==> src/rtl/delta_decoder.sv <==
// delta_decoder: rebuilds an N-bit value stream from a seed plus signed deltas
// (magnitude + direction), with a one-deep valid/ready output register.
// Optional feature macro: DELTA_DECODER_SAT_EN -- clamp out-of-range results
// instead of wrapping them modulo 2^N. OVF sets in both builds.
module delta_decoder #(
  parameter int unsigned N = 8
) (
  input  logic         CLK,
  input  logic         RST_N,
  input  logic         SEED_VALID,
  input  logic [N-1:0] SEED,
  input  logic         IN_VALID,
  output logic         IN_READY,
  input  logic [N-1:0] MAG,
  input  logic         DIR,
  output logic         OUT_VALID,
  input  logic         OUT_READY,
  output logic [N-1:0] Y,
  output logic         OVF
);

  localparam int unsigned SW = N + 1;

  typedef enum logic {
    IDLE = 1'b0,
    RUN  = 1'b1
  } state_t;

  state_t         state;
  state_t         state_nxt;
  logic [N-1:0]   acc;
  logic [N-1:0]   acc_nxt;
  logic [N-1:0]   y_nxt;
  logic           out_valid_nxt;
  logic           ovf_nxt;
  logic [SW-1:0]  sum_c;
  logic           range_err_c;
  logic [N-1:0]   result_c;
  logic           accept_c;

  // Ready only while running, not being re-seeded, and the output slot frees up.
  assign IN_READY = (state == RUN) & ~SEED_VALID & (~OUT_VALID | OUT_READY);
  assign accept_c = IN_VALID & IN_READY;

  // Extended add/subtract; the top bit flags carry-out or borrow (MAG > ACC).
  always_comb begin
    sum_c = '0;
    if (DIR) begin
      sum_c = SW'({1'b0, acc}) + SW'({1'b0, MAG});
    end else begin
      sum_c = SW'({1'b0, acc}) - SW'({1'b0, MAG});
    end
    range_err_c = sum_c[N];
  end

  // Out-of-range handling: clamp to the violated bound, or keep the low N bits.
  always_comb begin
    result_c = sum_c[N-1:0];
`ifdef DELTA_DECODER_SAT_EN
    if (range_err_c) begin
      result_c = DIR ? {N{1'b1}} : {N{1'b0}};
    end
`endif
  end

  // Next-state and next-register values; seed takes priority over any delta.
  always_comb begin
    state_nxt     = state;
    acc_nxt       = acc;
    y_nxt         = Y;
    out_valid_nxt = OUT_VALID;
    ovf_nxt       = OVF;
    case (state)
      IDLE: begin
        if (SEED_VALID) begin
          state_nxt     = RUN;
          acc_nxt       = SEED;
          out_valid_nxt = 1'b0;
          ovf_nxt       = 1'b0;
        end
      end
      RUN: begin
        if (SEED_VALID) begin
          acc_nxt       = SEED;
          out_valid_nxt = 1'b0;
          ovf_nxt       = 1'b0;
        end else if (accept_c) begin
          acc_nxt       = result_c;
          y_nxt         = result_c;
          out_valid_nxt = 1'b1;
          if (range_err_c) begin
            ovf_nxt = 1'b1;
          end
        end else if (OUT_VALID && OUT_READY) begin
          out_valid_nxt = 1'b0;
        end
      end
      default: begin
        state_nxt = IDLE;
      end
    endcase
  end

  // State register with synchronous active-low reset.
  always_ff @(posedge CLK) begin
    if (!RST_N) begin
      state <= IDLE;
    end else begin
      state <= state_nxt;
    end
  end

  // Datapath and output registers; reset drops any pending output.
  always_ff @(posedge CLK) begin
    if (!RST_N) begin
      acc       <= '0;
      Y         <= '0;
      OUT_VALID <= 1'b0;
      OVF       <= 1'b0;
    end else begin
      acc       <= acc_nxt;
      Y         <= y_nxt;
      OUT_VALID <= out_valid_nxt;
      OVF       <= ovf_nxt;
    end
  end

endmodule
==> config.mk <==
export PLATFORM = sky130hd
export DESIGN_NAME = delta_decoder
export DESIGN_NICKNAME = d
export VERILOG_FILES = /design/src/rtl/delta_decoder.sv
export SDC_FILE = /design/constraint.sdc
export NUM_CORES = 1
export LEC_CHECK = 0
export CORE_UTILIZATION = 55
export CTS_BUF_LIST = sky130_fd_sc_hd__clkbuf_4 sky130_fd_sc_hd__clkbuf_8
export DETAILED_ROUTE_END_ITERATION = 8
export GPL_TIMING_DRIVEN = 0
export PLACE_DENSITY = 0.86
export SYNTH_ARGS = -nofsm -noshare
export SYNTH_HDL_FRONTEND = slang
export SYNTH_SLANG_ARGS = --single-unit
export TNS_END_PERCENT = 10
==> constraint.sdc <==
create_clock -name CLK -period 4.5 [get_ports CLK]
set_input_delay 0.9 -clock CLK [delete_from_list [all_inputs] [get_ports CLK]]
set_output_delay 0.9 -clock CLK [all_outputs]
set_load 0.02 [all_outputs]
==> results.json <==
{
  "cts_resized": 0,
  "num_io_pins": 33,
  "synthFlopType": "dfxtp_1",
  "hold_buffers": 0,
  "fin_crit_ns": 3.437,
  "gp_congestion": 0.7670,
  "cts_tree": "yes",
  "final_common_cell": "clkdlybuf4s50_1",
  "start_util": 0.6068,
  "hold_violations": 0,
  "synth-seq-cells": 19,
  "outcome": "completed",
  "p_leak_nw": 0.7432,
  "fmax_mhz": 290.9,
  "cts_buffers": 3,
  "yosysSeqAreaShare": 0.2729,
  "fin_ws_ns": 1.063,
  "cp.arrival_ns": 2.54,
  "ir_drop_uv": 262.3,
  "grt_overflow": 0,
  "fillers": 189,
  "clkPwrFrac": 0.200,
  "syn_nets": 197,
  "setup-violations-final": 0,
  "synth-edff-count": 0,
  "grt_pass1_vias": 1243,
  "critical_path_class": "in -> out",
  "vias_per_cell": 5.956,
  "p_sw_frac": 0.3488,
  "pre_cts_ws_ns": 0.8171,
  "cellPowerDensity_nw_per_um2": 265.0,
  "hpwl_um": 2795,
  "cp.required_ns": 3.60,
  "startpoint_type": "primary input",
  "grt_use_total": 0.2752,
  "coreArea_um2": 2297,
  "synth_cells": 164,
  "numPortBuffers": 31,
  "root_buffer": "clkbuf_4",
  "syn2layout_area_growth_pct": 26.93,
  "antenna_cells": 0,
  "tns_ns": 0,
  "cts_buffer_depth": 2,
  "synth.distinct_cells": 56,
  "post_cts_buffers": 0,
  "clk_latency_ns": 0.30,
  "grt_max_degree": 11,
  "yosys_warnings": 0,
  "critPathCaptureType": "output pin",
  "antenna_found_initial": 0,
  "fin_worst_skew_ns": 0.004172,
  "row_count": 17,
  "drtPass1Iterations": 4,
  "dieArea_um2": 2739,
  "ant_nets": 0,
  "pwr-share-comb": 0.396,
  "slew_headroom": 0.7304,
  "final_cell_mix": "31 x clkdlybuf4s50_1, 19 x dfxtp_1, 17 x nor2_1",
  "netlist_area_um2": 1394,
  "grt_pass1_wl_um": 5547,
  "h-tree-depth": 1,
  "routed-via-count": 1352,
  "drv_slew": 0,
  "drt-initial-drc-count": 24,
  "min_path_type": "reg -> reg",
  "p_switching_uw": 163.5,
  "async_flop_share": 0,
  "maxCapViolCount": 0,
  "layout-drive-gt1-share": 0.1055,
  "die_w_um": 52.34,
  "tightest_slew_ns": 0.4044,
  "clk_pin_slew_ns": 0.11,
  "fin_crit_sh": 0.7638,
  "fp.dieH_um": 52.34,
  "drc": 0,
  "internal_power_uw": 305.3,
  "cts.sinks": 19,
  "synth_area_per_cell_um2": 8.499,
  "fin_nets": 233,
  "wl_um": 3445,
  "worstPathMaxFanout": 9,
  "rsz0062_at_grt": "false",
  "seqPwrFrac": 0.404,
  "wire_per_inst_um": 15.18
}
final timing paths:
path / cells past startpoint / start / to / slack (ns)
worst min register to register: 2 / Y[6] / Y[6] / 0.47
worst min-delay path: 2 / Y[6] / Y[6] / 0.47
worst max-delay path: 5 / SEED_VALID / IN_READY / 1.06
worst max register to register: 8 / acc[0] / OVF / 2.42
registers in the layout (all words and copies together), names as in the netlist:
name	cells
Y	8
state	1
OUT_VALID	1
OVF	1
acc	8
per-layer routing:
metal / global-route usage / vias up / part of all wire
met5: 0 / - / 0
met4: 0.03947 / 0 / 0.0090
met3: 0.06377 / 4 / 0.053
met2: 0.5042 / 35 / 0.51
met1: 0.3275 / 641 / 0.43
li1: - / 672 / -
Yosys cell counts (2+ instances only):
cell type | number | area [µm²]
nand2b_1 | 3 | 18.77
a21o_1 | 2 | 15.01
nand2_1 | 12 | 45.04
mux2_2 | 2 | 22.52
a21oi_2 | 2 | 17.52
dfxtp_1 | 19 | 380.4
o211ai_1 | 3 | 22.52
a22o_1 | 2 | 17.52
xor2_1 | 8 | 70.07
ha_1 | 10 | 125.1
xnor2_1 | 2 | 17.52
a31oi_1 | 2 | 12.51
nor2_1 | 17 | 63.81
and2_1 | 2 | 12.51
nand3_1 | 2 | 10.01
a211oi_1 | 4 | 30.03
inv_1 | 8 | 30.03
nor3_1 | 3 | 15.01
o21ai_1 | 3 | 15.01
clkbuf_1 | 2 | 7.510
o221ai_1 | 2 | 17.52
and3_1 | 4 | 25.02
o31ai_1 | 2 | 15.01
nor2b_1 | 3 | 18.77
a21oi_1 | 10 | 50.05
o21ai_0 | 4 | 20.02
a31o_1 | 2 | 17.52
power groups by stage:
stage          sequential (mW)  clock [mW]  combinational (mW)
2_1_floorplan            0.196           0               0.119
3_3_place_gp             0.193           0               0.176
3_5_place_dp             0.193           0               0.184
4_1_cts                  0.189      0.0946               0.185
5_1_grt                  0.191      0.0998               0.204
6_report                 0.189      0.0936               0.186
critical path, cell delays in order:
cell and delay, ns:
clkdlybuf4s50_1 0.53, inv_2 0.21, nand2_2 0.15, nor2_1 0.14, clkdlybuf4s50_1 0.61
cell families after synthesis:
group	share of synthesized area
and+or+nand+nor	0.2217
buffers and inverters	0.04129
adders and majority gates	0.1041
AOI/OAI and AO/OA	0.2738
DFF	0.2729
muxes	0.02334
xor gates and xnor gates	0.06284
layout make-up:
cell class              instances  area [µm²]  share of cell area
multi-input cells             132       955.9              0.5403
plain buffers                   4       23.77             0.01344
well taps                      28       35.03             0.01980
repair buffers                 31       310.3              0.1754
clock buffers                   4       30.03             0.01697
inverters                       9       33.78             0.01909
flip-flops and latches         19       380.4              0.2150
metrics by stage:
stage          hold WS, ns  cell area, µm²  instances  utilization  power [mW]
5_1_grt             0.4901            1769        227       0.7702      0.4943
4_1_cts             0.4772            1769        227       0.7702      0.4687
6_report            0.4710            1769        227       0.7702      0.4688
3_5_place_dp        0.4599            1739        223       0.7571      0.3769
3_3_place_gp        0.4469            1739        223       0.7571      0.3687
2_1_floorplan       0.4555            1394        164            -      0.3146
No activity file was read; power rests on OpenSTA's default activity.
